==> src/rtl/fetch_pkg.sv <==
// Shared definitions for the instruction-fetch slice.
//   ADDR_W        : byte-address width of the ICache port (PC wraps modulo 2**ADDR_W)
//   INSTR_W       : instruction width
//   PC_STEP       : byte increment between sequential fetches
//   fetch_entry_t : one buffered fetch result {pc, instr}
package fetch_pkg;

  localparam int ADDR_W  = 9;
  localparam int INSTR_W = 32;
  localparam int PC_STEP = 4;

  typedef struct packed {
    logic [ADDR_W-1:0]  pc;
    logic [INSTR_W-1:0] instr;
  } fetch_entry_t;

endpackage

==> src/rtl/fetch_if.sv <==
// Bundles the ICache port, the redirect input and the decode-side
// valid/ready stream of the fetch sequencer.
//   master : the fetch sequencer (drives ICache address and decode stream)
//   slave  : the surroundings (ICache data, branch redirect, decode ready)
interface fetch_if;
  import fetch_pkg::*;

  logic [ADDR_W-1:0]  icache_addr;
  logic [INSTR_W-1:0] icache_instr;
  logic               redirect_valid;
  logic [ADDR_W-1:0]  redirect_pc;
  logic               out_valid;
  logic               out_ready;
  logic [INSTR_W-1:0] out_instr;
  logic [ADDR_W-1:0]  out_pc;

  modport master (
    output icache_addr,
    input  icache_instr,
    input  redirect_valid,
    input  redirect_pc,
    output out_valid,
    input  out_ready,
    output out_instr,
    output out_pc
  );

  modport slave (
    input  icache_addr,
    output icache_instr,
    output redirect_valid,
    output redirect_pc,
    input  out_valid,
    output out_ready,
    input  out_instr,
    input  out_pc
  );

endinterface

==> src/rtl/fetch_queue.sv <==
// Q_DEPTH-entry synchronous FIFO of fetch_entry_t.
//   clk, reset : clock, synchronous active-high reset (pointers and count only)
//   push, din  : enqueue din at the edge
//   pop        : drop the head at the edge (caller guarantees non-empty)
//   flush      : empty the queue at the edge; takes priority over push
//   occ        : number of valid entries
//   head       : oldest entry (meaningful only when occ != 0)
module fetch_queue
  import fetch_pkg::*;
#(
  parameter int Q_DEPTH = 2
) (
  input  logic                         clk,
  input  logic                         reset,
  input  logic                         push,
  input  logic                         pop,
  input  logic                         flush,
  input  fetch_entry_t                 din,
  output logic [$clog2(Q_DEPTH+1)-1:0] occ,
  output fetch_entry_t                 head
);

  localparam int OCC_W = $clog2(Q_DEPTH + 1);
  localparam int PTR_W = (Q_DEPTH > 1) ? $clog2(Q_DEPTH) : 1;

  fetch_entry_t      mem [Q_DEPTH];
  logic [PTR_W-1:0]  rd_ptr;
  logic [PTR_W-1:0]  wr_ptr;

  // Wrap explicitly so non-power-of-two depths also work.
  function automatic logic [PTR_W-1:0] ptr_inc(input logic [PTR_W-1:0] p);
    return (p == PTR_W'(Q_DEPTH - 1)) ? '0 : p + PTR_W'(1);
  endfunction

  always_ff @(posedge clk) begin
    if (reset || flush) begin
      rd_ptr <= '0;
      wr_ptr <= '0;
      occ    <= '0;
    end else begin
      if (push) wr_ptr <= ptr_inc(wr_ptr);
      if (pop)  rd_ptr <= ptr_inc(rd_ptr);
      occ <= occ + OCC_W'(push) - OCC_W'(pop);
    end
  end

  // Storage carries no reset; validity is tracked by occ alone.
  always_ff @(posedge clk) begin
    if (push && !flush) mem[wr_ptr] <= din;
  end

  assign head = mem[rd_ptr];

endmodule

==> src/rtl/fetch_ctrl.sv <==
// Instruction-fetch sequencer in front of a 1-cycle registered ICache.
// Owns the fetch PC, tracks the single in-flight read and buffers returned
// instructions in a small queue toward decode. Redirects flush everything
// and restart fetch at the new (word-aligned) PC.
//   clk, reset : clock, synchronous active-high reset
//   bus        : fetch_if.master -- ICache address/data, redirect, decode stream
module fetch_ctrl
  import fetch_pkg::*;
#(
  parameter logic [ADDR_W-1:0] RESET_PC = '0,
  parameter int                Q_DEPTH  = 2
) (
  input  logic     clk,
  input  logic     reset,
  fetch_if.master  bus
);

  localparam int OCC_W = $clog2(Q_DEPTH + 1);
  localparam int CRD_W = OCC_W + 1;

  logic [ADDR_W-1:0] pc_q;
  logic [ADDR_W-1:0] rd_pc_q;
  logic              req_q;

  logic [OCC_W-1:0]  occ;
  fetch_entry_t      head;
  fetch_entry_t      ret_entry;
  logic              deq;
  logic              issue;
  logic              push;
  logic [CRD_W-1:0]  credit;

  assign bus.out_valid = (occ != '0);
  assign deq           = bus.out_valid && bus.out_ready;

  // Credit = slots already promised (buffered + in flight) after this
  // cycle's dequeue; a new read is launched only if one slot remains.
  assign credit = CRD_W'(occ) + CRD_W'(req_q) - CRD_W'(deq);
  assign issue  = !bus.redirect_valid && (credit < CRD_W'(Q_DEPTH));

  // Stage: address issue -- ICache samples pc_q at this edge.
  always_ff @(posedge clk) begin
    if (reset) begin
      pc_q  <= RESET_PC;
      req_q <= 1'b0;
    end else if (bus.redirect_valid) begin
      pc_q  <= {bus.redirect_pc[ADDR_W-1:2], 2'b00};
      req_q <= 1'b0;
    end else begin
      req_q <= issue;
      if (issue) pc_q <= pc_q + ADDR_W'(PC_STEP);
    end
  end

  always_ff @(posedge clk) begin
    if (issue) rd_pc_q <= pc_q;
  end

  assign bus.icache_addr = pc_q;

  // Stage: data return -- read data is valid while req_q is high and is
  // enqueued at the next edge unless a redirect drops it.
  assign push      = req_q && !bus.redirect_valid;
  assign ret_entry = '{pc: rd_pc_q, instr: bus.icache_instr};

  fetch_queue #(
    .Q_DEPTH (Q_DEPTH)
  ) u_queue (
    .clk   (clk),
    .reset (reset),
    .push  (push),
    .pop   (deq),
    .flush (bus.redirect_valid),
    .din   (ret_entry),
    .occ   (occ),
    .head  (head)
  );

  // Idle outputs read as zero so stale storage never leaks toward decode.
  assign bus.out_instr = bus.out_valid ? head.instr : '0;
  assign bus.out_pc    = bus.out_valid ? head.pc    : '0;

  a_credit_range : assert property (@(posedge clk) disable iff (reset)
    (CRD_W'(occ) + CRD_W'(req_q)) <= CRD_W'(Q_DEPTH));

  a_no_overflow : assert property (@(posedge clk) disable iff (reset)
    !(push && !deq && (occ == OCC_W'(Q_DEPTH))));

endmodule
==> src/flat_wrapper.sv <==
// flat-port wrapper written by rule: the top's interface ports become plain ports
module fetch_ctrl_flat import fetch_pkg::*;
#(
  parameter logic [ADDR_W-1:0] RESET_PC = '0,
  parameter int                Q_DEPTH  = 2
)
  (clk, reset, bus_icache_addr, bus_icache_instr, bus_redirect_valid, bus_redirect_pc, bus_out_valid, bus_out_ready, bus_out_instr, bus_out_pc);
  fetch_if bus_i ();
  input  logic clk;
  input  logic reset;
  output wire logic [$bits(bus_i.icache_addr)-1:0] bus_icache_addr;
  input wire logic [$bits(bus_i.icache_instr)-1:0] bus_icache_instr;
  input wire logic [$bits(bus_i.redirect_valid)-1:0] bus_redirect_valid;
  input wire logic [$bits(bus_i.redirect_pc)-1:0] bus_redirect_pc;
  output wire logic [$bits(bus_i.out_valid)-1:0] bus_out_valid;
  input wire logic [$bits(bus_i.out_ready)-1:0] bus_out_ready;
  output wire logic [$bits(bus_i.out_instr)-1:0] bus_out_instr;
  output wire logic [$bits(bus_i.out_pc)-1:0] bus_out_pc;
  assign bus_icache_addr = bus_i.icache_addr;
  assign bus_i.icache_instr = bus_icache_instr;
  assign bus_i.redirect_valid = bus_redirect_valid;
  assign bus_i.redirect_pc = bus_redirect_pc;
  assign bus_out_valid = bus_i.out_valid;
  assign bus_i.out_ready = bus_out_ready;
  assign bus_out_instr = bus_i.out_instr;
  assign bus_out_pc = bus_i.out_pc;
  fetch_ctrl #(.RESET_PC(RESET_PC), .Q_DEPTH(Q_DEPTH)) u_core (.clk(clk), .reset(reset), .bus(bus_i));
endmodule
==> config.mk <==
export PLATFORM = sky130hd
export DESIGN_NAME = fetch_ctrl_flat
export DESIGN_NICKNAME = d
export VERILOG_FILES = /design/src/rtl/fetch_pkg.sv /design/src/rtl/fetch_if.sv /design/src/rtl/fetch_queue.sv /design/src/rtl/fetch_ctrl.sv /design/src/flat_wrapper.sv
export SDC_FILE = /design/constraint.sdc
export NUM_CORES = 1
export LEC_CHECK = 0
export CORE_MARGIN = 2
export CORE_UTILIZATION = 36
export CTS_CLUSTER_SIZE = 24
export DETAILED_ROUTE_END_ITERATION = 8
export PLACE_DENSITY = 0.58
export SETUP_SLACK_MARGIN = 0.2
export SYNTH_ARGS = -nofsm -noshare
export SYNTH_HDL_FRONTEND = slang
export SYNTH_SLANG_ARGS = --single-unit
==> constraint.sdc <==
create_clock -name clk -period 5.8 [get_ports clk]
set_clock_uncertainty 0.2 [all_clocks]
set_input_delay 1.74 -clock clk [delete_from_list [all_inputs] [get_ports clk]]
set_output_delay 1.74 -clock clk [all_outputs]
set_load 0.01 [all_outputs]
# After elaboration in Yosys (flattened, before gate mapping)
# Memory sizes are Yosys's and may differ from the RTL's. A register that Yosys moved wholly into a read port is not among the register bits.
# Index checks and enable logic that the tools add are counted.
word_totals:
  memories: 1
  output_inout_bits: 51
  input_bits: 45
  reg_bits: 23
  ram_bits: 82
  elab_cells: 35
op_classes:
  muxes: 10
  add_sub_neg: 7
  reduce_logical: 9
  order_cmp: 1
mem_list:
  columns: ["name", "depth", "word_bits", "read_ports", "rd_clocked_by_memory_dff", "wr", "line_no", "text"]
  rows:
  - ["u_core.u_queue.mem", 2, 41, 1, 1, 1, "fetch_queue.sv:26", "fetch_entry_t mem [Q_DEPTH];"]
ops:
  columns: ["op", "n"]
  rows:
  - ["$mux W32", 1]
  - ["$mux W9", 3]
  - ["$add A9 B3 Y9 const B", 1]
  - ["$mux W1", 6]
  - ["$logic_and A1 B1 Y1", 4]
  - ["$reduce_bool A2 Y1", 2]
  - ["$add A2 B1 Y3", 1]
  - ["$lt A3 B2 Y1 const B", 1]
  - ["$sub A3 B1 Y3", 1]
  - ["$add A1 B1 Y1 const B", 2]
  - ["$add A2 B1 Y2", 1]
  - ["$reduce_or A2 Y1", 1]
  - ["$sub A2 B1 Y2", 1]
  - ["$logic_not A1 Y1", 1]
  - ["$logic_or A1 B1 Y1", 1]

# Longest topological paths before layout
logic_depth:
  depth_word: 7
  ltp_mapped: 9
  depth_no_buf: 9

# By module
# Synthesis repeated with hierarchy kept, for this count alone.
unflattened:
  hier_cells: 265
  area_unflattened_um2: 4393.0
by_module_without_submodules:
  columns: ["mod", "cells_per_inst", "area_per_inst_um2", "seq_area_each_um2", "instances"]
  rows:
  - ["fetch_queue", 147, 3378.2, 2562.5, 1]
  - ["fetch_ctrl", 118, 1014.7, 370.4, 1]

# Least setup slack after synthesis
# OpenSTA, ideal clock, no wires.
synth_path:
  kind: "input to register"
  start: "input port bus_redirect_valid"
  end: "memory u_core.u_queue.mem[0][0] (netlist name) (enable)"
  stages: 3
  path_buffers: 1
  path_slack_ns: 1.278
  required_ns: 5.160
  setup_time_ns: 0.440
  arrival_ns: 3.882
  cell_sequence: "clkbuf_1 nor2b_1 nor2b_1"
synth_between:
  elab_chain_len: 5
synth_rtl:
  columns: ["element", "line_no", "text"]
  rows:
  - ["start: declaration", "flat_wrapper.sv:13", "input wire logic [$bits(bus_i.redirect_valid)-1:0] bus_redirect_valid;"]
  - ["$logic_not A1 Y1 *", "fetch_queue.sv:49, fetch_ctrl.sv:63", null]
  - ["$logic_and A1 B1 Y1", "fetch_ctrl.sv:63", "assign push = req_q && !bus.redirect_valid;"]
  - ["$logic_and A1 B1 Y1 *", "fetch_queue.sv:49", "if (push && !flush) mem[wr_ptr] <= din;"]
  - ["$mux W1 *", "fetch_queue.sv:49", null]
  - ["$mux W1 (implied by the code) *", "fetch_queue.sv:49", null]
  - ["end: declaration", "fetch_queue.sv:26", null]
# Mark *: on every way between the ends. The rest lies on a longest branch, timed or not.

==> impl_results.md <==
* R2r startpoint: u_core.u_queue.occ[1]
* Clock-pin transition on the worst setup and hold timing paths at 0.09 ns
* Die ar. at between 0.01 and 0.015 mm²
* RR Endpoint: u_core.rd_pc_q[5]
* Asr flop ratio synth at 0%
* # resized after CTS at 0
* Final weighted congestion in routability-driven placement at 0.753
* Total gr overflow at 0
* Post-DP Area at 0.00489 mm²
* Vias in the first global route at 2257
* Share of layout cells above drive strength 1 at 6.88%
* Synth Cell Area at 0.00387 mm²
* Num CTS Buffers at 9
* RSZ-0062 raised after global routing: false
* Max_cap viols at 0
* Max VDD drop at 0.0963 mV
* Post-route clock period utilization at 75.9%
* Worst Hold Class: reg -> reg
* NetSw at 277 µW
* Max Clk Rate at 0.227 GHz
* Comb pwr share at a little under 8%
* Layout net count at 392
* Final hold vios at 0
* Register share of total power at between 60% and 70%
* Clock group share of total power at 31.3%
* Number of diodes at 0
* Vias at 2263
* Yosys warns at 0
* DR iter-0 viols at 80
* CTS Buffer Depth at 2
* Pre-CTS setup slack at roughly 1.4 ns
* Setup Crit Path Kind: reg -> out
* Synthesis-to-layout area growth at 31.2%
* Most common flop cell mapped by yosys: edfxtp_1
* First-pass iteration count of the detailed router at 4
* Core Util, Final at 48.9%
* Critical path arrival at 2.46 ns
* Top Ports at 96
* Cell count after synthesis at 255
* Yosys top cell by area: edfxtp_1
* Clk_lat worst skew at 0.36 ns
* Min Tclk post-route at 4.40 ns
* Global-route wire length before repair at 11200 µm
* Post-synth EDFFs at 85
* Critical Path End: bus_out_instr[18]
* Syn Area/Cell at around 15 µm²
* Post-Route WL at 7270 µm
* Die width at 108 µm
* Status: finished clean
* Hold Startpoint: u_core.rd_pc_q[4]
* Leakage at 1.62 nW
* Worst slew pin tran at 0.979 ns
* Final setup viols at 0
* Root Driver: clkbuf_8
* Clk sinks at between 90 and 100
* Rel. slew slack at about a third
* Peak fanout along the critical path at 24
* Required time of the critical path at 3.86 ns
* Routed length on met1 at around 3200 µm
* Vias per inst at approximately 4.7
* R2R Setup Slk at 2.31 ns
* CTS tree: built
* Chip height at between 100 and 150 µm
* Switching Fraction at 21.0%
* Post-synth top area share at 66.0%
* Commonest non-fill, non-tap cell in the layout: clkdlybuf4s50_1
* Most frequent cells in the layout: clkdlybuf4s50_1 (89), edfxtp_1 (85), nor2_1 (47)
* Pint at about 1.0 mW
* Final instance area at 0.00507 mm²
* Metal2 WL at 3580 µm
* Highest metal used: met4
* DP Wirelength at roughly 4700 µm
* Worst setup margin at 1.40 ns
* Post-CTS setup buffers at 0
* R2R cell count at 8
* CTS hold repair buffers at 0
* Critical Path End Type: output port
* Core box area at 0.0104 mm²
* Top cells by area, synth: edfxtp_1 (66%), mux2i_1 (10%), dfxtp_1 (6.7%)
* Wire per inst at 15.0 µm
* Initial antenna violation count at 0
* H-tree levels at 3
* Initial core utilization at roughly 37%
* Remaining antenna violation count at 0
* Gr usage total at about an eighth
* Synth cell types at 33
* Yosys reg bits at 98
* PortBufs at 89
* PD cells at 260 mW/mm²
* Core Rows at 37
* Met3 routed WL at 323 µm
* Startpoint types: flop
* Final Max Tran Viols at 0
* Setup TNS Final at 0 ns
* Largest net degree at the start of global routing at 41
* Seq/Total Area, Yosys at between 70% and 80%
* DRC violations left at 0
-- sequential cells by signal, summed over array words and instances, names as in the netlist, named ones only --
| name | count |
|---|---|
| u_core.rd_pc_q | 7 |
| u_core.bus.icache_addr | 7 |
| u_core.u_queue.wr_ptr | 1 |
| u_core.u_queue.occ | 2 |
| u_core.u_queue.mem | 78 |
| u_core.u_queue.rd_ptr | 1 |
| u_core.req_q | 1 |
-- how the worst min path moves through the flow --
stage | end | slack, ns | depth (start not counted)
after floorplan | u_core.u_queue.mem[0][34] | 0.22 | 0
after global placement | u_core.u_queue.mem[0][34] | 0.22 | 0
after detailed placement | u_core.u_queue.mem[0][38] | 0.23 | 0
after CTS | u_core.u_queue.mem[0][38] | 0.26 | 0
after global routing | u_core.u_queue.mem[1][35] | 0.26 | 0
final | u_core.u_queue.mem[0][36] | 0.25 | 0
-- critical path, stage by stage (launching register included) --
cell,delay [ns]
dfxtp_2,0.84
buf_4,0.42
mux2i_1,0.23
nor2_1,0.07
clkdlybuf4s50_1,0.52
-- stage by stage --
| step | hold slack [ns] | std cells | total power [mW] |
|---|---|---|---|
| global route | 0.260 | 485 | 1.37 |
| global placement | 0.224 | 469 | 0.921 |
| CTS | 0.255 | 485 | 1.34 |
| detailed placement | 0.235 | 469 | 0.924 |
| finish | 0.250 | 485 | 1.32 |
| floorplan | 0.221 | 258 | 0.861 |
-- synthesized netlist by cell type (3+ instances only) --
cell,n
dfxtp_1,13
nor2_1,48
nand2_1,7
edfxtp_1,85
inv_1,3
mux2i_1,40
buf_2,4
buf_4,5
clkbuf_1,6
nor3_1,6
xor2_1,4
xnor2_1,5
-- layout make-up --
class,instances,area (µm²)
fillers,943,5300
flip-flops and latches,98,2810
multi-input cells,141,986
repair buffers,91,906
well taps,136,170
clock buffers,10,128
clock inverters,6,57.6
inverters,3,11.3
-- cell families (layout without fill, tap and decap cells) --
kind of cell | Yosys count | in the layout | synth area share (%)
adder cells (fa/ha/maj) | 3 | 3 | 1.16
XOR/XNOR | 10 | 10 | 2.46
multiplexers | 40 | 40 | 10.4
AND/OR/NAND/NOR | 73 | 73 | 8.58
AO/OA/AOI/OAI | 11 | 11 | 2.14
flip-flops | 98 | 98 | 72.8
buffers and inverters | 19 | 110 | 2.46
other | 1 | 4 | 0.0970
-- power by group through the flow --
stage | registers (mW) | logic [mW] | clock network (mW)
2_1_floorplan | 0.816 | 0.0450 | 0
3_3_place_gp | 0.817 | 0.104 | 0
3_5_place_dp | 0.818 | 0.106 | 0
4_1_cts | 0.802 | 0.106 | 0.428
5_1_grt | 0.805 | 0.115 | 0.452
6_report | 0.802 | 0.105 | 0.414
-- metal layers --
| layer | up-vias | GRT usage, % |
|---|---|---|
| met5 | - | 0 |
| met4 | 0 | 7.14 |
| met3 | 10 | 2.36 |
| met2 | 64 | 21.6 |
| met1 | 1097 | 15.9 |
| li1 | 1092 | - |
(Power assumes the default switching activity.)
